$ cat config.mk
export PLATFORM = sky130hd
export DESIGN_NAME = datapath
export DESIGN_NICKNAME = d
export VERILOG_FILES = /design/src/rtl/datapath.sv
export SDC_FILE = /design/constraint.sdc
export NUM_CORES = 1
export LEC_CHECK = 0
export CAP_MARGIN = 20
export CORE_ASPECT_RATIO = 1.75
export CORE_MARGIN = 1.5
export CORE_UTILIZATION = 25
export CTS_BUF_LIST = sky130_fd_sc_hd__clkbuf_2
export DETAILED_ROUTE_END_ITERATION = 7
export SYNTH_ARGS = -nofsm -noshare
export SYNTH_HDL_FRONTEND = slang
export SYNTH_SLANG_ARGS = --single-unit
$ cat constraint.sdc
create_clock -name Clock -period 4.2 [get_ports Clock]
set_clock_uncertainty 0.1 [all_clocks]
set_input_delay 0.42 -clock Clock [delete_from_list [all_inputs] [get_ports Clock]]
set_output_delay 0.42 -clock Clock [all_outputs]
set_load 0.03 [all_outputs]
$ cat src/rtl/datapath.sv
// Single-bus 32-bit CPU datapath: special and general registers, a priority bus mux and a small ALU.
// An external sequencer drives every load/drive strobe one cycle at a time.
module datapath #(
    parameter int WIDTH = 32
) (
    input  logic             Clock,
    input  logic             Clear,
    input  logic             PCout,
    input  logic             Zlowout,
    input  logic             MDRout,
    input  logic             R2out,
    input  logic             R4out,
    input  logic             MARin,
    input  logic             Zin,
    input  logic             PCin,
    input  logic             MDRin,
    input  logic             IRin,
    input  logic             Yin,
    input  logic             IncPC,
    input  logic             Read,
    input  logic             AND,
    input  logic             R5in,
    input  logic             R2in,
    input  logic             R4in,
    input  logic [WIDTH-1:0] Mdatain,
    output logic [WIDTH-1:0] BusMuxOut,
    output logic [WIDTH-1:0] MAR_q,
    output logic [WIDTH-1:0] PC_q,
    output logic [WIDTH-1:0] IR_q,
    output logic [WIDTH-1:0] MDR_q,
    output logic [WIDTH-1:0] Y_q,
    output logic [WIDTH-1:0] Z_q,
    output logic [WIDTH-1:0] R2_q,
    output logic [WIDTH-1:0] R4_q,
    output logic [WIDTH-1:0] R5_q
);

    typedef enum logic [2:0] {
        SRC_NONE,
        SRC_PC,
        SRC_Z,
        SRC_MDR,
        SRC_R2,
        SRC_R4
    } bus_src_e;

    typedef enum logic [1:0] {
        ALU_PASS,
        ALU_AND,
        ALU_INC
    } alu_op_e;

    logic [WIDTH-1:0] pc_q,  pc_d;
    logic [WIDTH-1:0] ir_q,  ir_d;
    logic [WIDTH-1:0] mar_q, mar_d;
    logic [WIDTH-1:0] mdr_q, mdr_d;
    logic [WIDTH-1:0] y_q,   y_d;
    logic [WIDTH-1:0] z_q,   z_d;
    logic [WIDTH-1:0] r2_q,  r2_d;
    logic [WIDTH-1:0] r4_q,  r4_d;
    logic [WIDTH-1:0] r5_q,  r5_d;

    bus_src_e         bus_src;
    alu_op_e          alu_op;
    logic [WIDTH-1:0] bus;
    logic [WIDTH-1:0] alu_result;
    logic [WIDTH-1:0] mdr_in;

    // Several drivers at once is legal; the earliest strobe in this chain owns the bus.
    always_comb begin
        // NOTE: every signal written here gets a default first, so no path can infer a latch.
        bus_src = SRC_NONE;
        if (PCout)        bus_src = SRC_PC;
        else if (Zlowout) bus_src = SRC_Z;
        else if (MDRout)  bus_src = SRC_MDR;
        else if (R2out)   bus_src = SRC_R2;
        else if (R4out)   bus_src = SRC_R4;
    end

    always_comb begin
        bus = '0;
        case (bus_src)
            SRC_PC:  bus = pc_q;
            SRC_Z:   bus = z_q;
            SRC_MDR: bus = mdr_q;
            SRC_R2:  bus = r2_q;
            SRC_R4:  bus = r4_q;
            default: bus = '0;
        endcase
    end

    always_comb begin
        alu_op = ALU_PASS;
        if (IncPC)    alu_op = ALU_INC;
        else if (AND) alu_op = ALU_AND;
    end

    always_comb begin
        alu_result = bus;
        case (alu_op)
            ALU_INC:  alu_result = bus + WIDTH'(1);
            ALU_AND:  alu_result = y_q & bus;
            default:  alu_result = bus;
        endcase
    end

    assign mdr_in = Read ? Mdatain : bus;

    // Registers only ever read the bus built from their pre-edge values, so out+in of one register holds.
    always_comb begin
        pc_d  = pc_q;
        ir_d  = ir_q;
        mar_d = mar_q;
        mdr_d = mdr_q;
        y_d   = y_q;
        z_d   = z_q;
        r2_d  = r2_q;
        r4_d  = r4_q;
        r5_d  = r5_q;
        if (PCin)  pc_d  = bus;
        if (IRin)  ir_d  = bus;
        if (MARin) mar_d = bus;
        if (MDRin) mdr_d = mdr_in;
        if (Yin)   y_d   = bus;
        if (Zin)   z_d   = alu_result;
        if (R2in)  r2_d  = bus;
        if (R4in)  r4_d  = bus;
        if (R5in)  r5_d  = bus;
    end

    always_ff @(posedge Clock) begin
        // NOTE: non-blocking updates so every register samples pre-edge values; the synchronous
        // clear is checked first so it overrides any load strobe in the same cycle.
        if (!Clear) begin
            pc_q  <= '0;
            ir_q  <= '0;
            mar_q <= '0;
            mdr_q <= '0;
            y_q   <= '0;
            z_q   <= '0;
            r2_q  <= '0;
            r4_q  <= '0;
            r5_q  <= '0;
        end else begin
            pc_q  <= pc_d;
            ir_q  <= ir_d;
            mar_q <= mar_d;
            mdr_q <= mdr_d;
            y_q   <= y_d;
            z_q   <= z_d;
            r2_q  <= r2_d;
            r4_q  <= r4_d;
            r5_q  <= r5_d;
        end
    end

    assign BusMuxOut = bus;
    assign PC_q      = pc_q;
    assign IR_q      = ir_q;
    assign MAR_q     = mar_q;
    assign MDR_q     = mdr_q;
    assign Y_q       = y_q;
    assign Z_q       = z_q;
    assign R2_q      = r2_q;
    assign R4_q      = r4_q;
    assign R5_q      = r5_q;

endmodule

==> results.json <==
{
  "syn_area_per_cell_sq_um": 8.387,
  "synth_simple_gate_area_share_pct": 18.29,
  "core_sq_mm": 0.05147,
  "via_count": 13293,
  "antenna_found_initial": 2,
  "clock_latency_ns": 0.98,
  "synth_compound_area_share_pct": 27.03,
  "wl_per_cell_um": 23.59,
  "first_iter_violations": 754,
  "min-delay-start": "Mdatain[30]",
  "finalMaxSlewViolations": 0,
  "final_common_cell": "clkdlybuf4s50_1",
  "max_freq_mhz": 265.9,
  "synth_edf_count": 0,
  "maxCapViolations": 0,
  "grt_use_total_pct": 22.76,
  "max_stage_delay_ns": 0.71,
  "area_delta_synth_final_pct": 40.51,
  "worstSetupEndpointType": "output port",
  "ctsHtreeMaxLevel": 3,
  "wirelength_um": 62340,
  "clk_pin_slew_worst_paths_ns": 0.12,
  "muxShareOfSynthArea_pct": 3.074,
  "routed.top_layer": "met4",
  "grt_max_degree": 106,
  "syn_inst": 1553,
  "grt_pass1_vias": 13310,
  "cp-startpoint": "MDRout",
  "synthesis.nets": 1605,
  "pwr-share-clk_pct": 30.0,
  "pwr-share-seq_pct": 43.7,
  "synth_fa_ha_area_share_pct": 0.09606,
  "ant_nets": 0,
  "final_cells": 2643,
  "io_buffers": 370,
  "crit_required_ns": 3.68,
  "power_frac_comb_pct": 26.4,
  "cts_tree": "done",
  "via_per_inst": 5.030,
  "nets": 1966,
  "ys.flop_type": "dfxtp_1",
  "wl_met1_um": 21580,
  "final_cell_mix": "336 x clkdlybuf4s50_1, 288 x dfxtp_1, 267 x nand2_1",
  "place.gp.congestion": 0.9326,
  "power_density_mw_per_mm2": 388.4,
  "intPower_w": 0.004486,
  "overflow": 0,
  "synthXorXnorAreaFrac_pct": 0.7397,
  "ys_seq_elements": 288,
  "dr.pass1.iters": 5,
  "met3_length_um": 3632,
  "crit_chain": "clkdlybuf4s50_1 -> buf_4 -> nor2b_1 -> a221o_1 -> a22oi_1 -> buf_4 -> inv_1 -> clkdlybuf4s50_1",
  "die_h_um": 305.0,
  "synth_cell_type_count": 57,
  "route.met2.wl_um": 33200,
  "p_sw_w": 0.002623,
  "slew_headroom_pct": 44.09,
  "min_period_over_period_pct": 89.54,
  "arrival_ns": 3.24,
  "io_pins": 371,
  "reg2reg_from": "R4_q[0]$_SDFFE_PN0P_",
  "drc": 0,
  "grt_pass1_wl_um": 88710,
  "critPathKind": "in2out",
  "period_needed_ns": 3.761,
  "fillers": 5385,
  "start_util_pct": 25.30,
  "start_kind": "input port",
  "yosysSeqAreaShare_pct": 44.27,
  "critPathMaxFanout": 29,
  "tightest_slew_ns": 0.8386,
  "rsz0062_at_grt": "no",
  "dpl.cell_count": 2488,
  "crit_slowest_cell": "clkdlybuf4s50_1",
  "die-area_sq_mm": 0.05353,
  "post-dp-hpwl_um": 46300,
  "max-vdd-ir-drop_mv": 0.1579,
  "finalSetupTns_ns": 0,
  "clock_sinks": 288,
  "clockBufferDepth": 3,
  "async_flop_share_pct": 0,
  "hold_viol_final": 0,
  "rows": 110,
  "swShare_pct": 36.89,
  "syn_area_sq_mm": 0.01302,
  "setup-violations-final": 0,
  "drive_gt1_share_pct": 11.59,
  "yosysWarnings": 0,
  "status": "finished clean",
  "hp-class": "in2reg",
  "p_leak_nw": 8.483,
  "synth_top_family_by_area": "compound AO/OA/AOI/OAI gates",
  "final_cell_area_sq_mm": 0.01830,
  "cts_root_buffer": "clkbuf_2",
  "die-width_um": 175.5,
  "cts_inserted_buffers": 74,
  "post_dp_cell_area_sq_mm": 0.01729
}
[logic make-up after synthesis]
logic type      Yosys count
simple gates            535
compound gates          465
flops                   288
buf+inv                 213
mux                      40
xor+xnor                 11
fa+ha+maj                 1
[timing repair]
action	CTS	global route
setup buffers	0	0
resized for setup	0	0
hold buffers	16	0
endpoints found under the hold margin	160	0
[power groups by stage]
| stage | combinational [W] | sequential [W] | clock (W) |
|---|---|---|---|
| floorplan | 0.000662 | 0.00348 | 0 |
| global placement | 0.00185 | 0.00316 | 0 |
| detailed placement | 0.00186 | 0.00317 | 0 |
| CTS | 0.00188 | 0.00310 | 0.00223 |
| global route | 0.00199 | 0.00313 | 0.00234 |
| finish | 0.00187 | 0.00310 | 0.00213 |
[final cells by class]
| cell class | count | area [sq um] | share of cell area, % |
|---|---|---|---|
| Clock inverter | 22 | 168.9 | 0.9230 |
| Clock buffer | 108 | 540.5 | 2.953 |
| Antenna cell | 3 | 7.507 | 0.04102 |
| Sequential cell | 288 | 5766 | 31.50 |
| Multi-Input combinational cell | 1052 | 6460 | 35.30 |
| Inverter | 51 | 192.7 | 1.053 |
| Timing Repair Buffer | 447 | 4325 | 23.63 |
| Tap cell | 672 | 840.8 | 4.594 |
[layer usage]
layer	up-vias	global-route usage, %
met4	0	14.51
li1	6210	-
met5	-	0
met1	6411	22.38
met3	159	4.878
met2	513	42.54
[stage by stage]
stage	worst slack (ns)	util [%]	power, W	hold WS (ns)
final	0.4393	35.55	0.007109	0.08635
after global routing	0.2906	35.55	0.007456	0.1066
after CTS	0.4738	35.28	0.007214	0.002544
after detailed placement	0.3821	33.59	0.005028	0.3662
after global placement	0.4707	33.59	0.005015	0.3601
after floorplan	0.6780	-	0.004140	0.4927
[Yosys cell counts, types with 2 or more instances]
cell type,instances,area share [%]
a2111oi_0,3,0.20
a211oi_1,66,3.8
a21o_1,3,0.17
a21oi_1,95,3.7
a221o_1,6,0.46
a221oi_1,9,0.61
a22o_1,4,0.27
a22oi_1,3,0.17
a31oi_1,5,0.24
a32oi_1,3,0.20
and2_1,3,0.14
buf_1,16,0.46
buf_2,16,0.61
buf_4,5,0.29
clkbuf_1,123,3.5
dfxtp_1,288,44
inv_1,50,1.4
mux2i_1,40,3.1
nand2_1,267,7.7
nand2b_1,8,0.38
nand3_1,11,0.42
nand3b_1,39,2.2
nand4_1,4,0.19
nor2_1,146,4.2
nor2b_1,21,1.0
nor3_1,13,0.50
nor4_1,5,0.24
o211a_1,165,13
o211ai_1,5,0.29
o21ai_0,75,2.9
o22ai_1,10,0.48
o31ai_1,3,0.17
o41ai_1,2,0.13
or3_1,7,0.34
or4_1,2,0.12
xnor2_1,11,0.74
[critical path: cells and delay by family]
family                 cells  cell delay, ns
AOI/OAI and AO/OA          2            0.37
buffers and inverters      5            1.91
and+or+nand+nor            1            0.53
[sequential cells by signal, indices dropped and copies added (netlist names)]
register  count
R5_q         32
MDR_q        32
R4_q         32
MAR_q        32
PC_q         32
Z_q          32
Y_q          32
R2_q         32
IR_q         32
[worst paths after layout]
path                            slack, ns                      to  cells past startpoint
worst max-delay path                 0.44           BusMuxOut[12]                      8
worst min-delay path                 0.09  MDR_q[30]$_SDFFE_PN0P_                      5
worst min register to register       0.38    R5_q[7]$_SDFFE_PN0P_                      1
worst max register to register       1.29    Z_q[28]$_SDFFE_PN0P_                     12
Power figures use the tool's default switching activity.
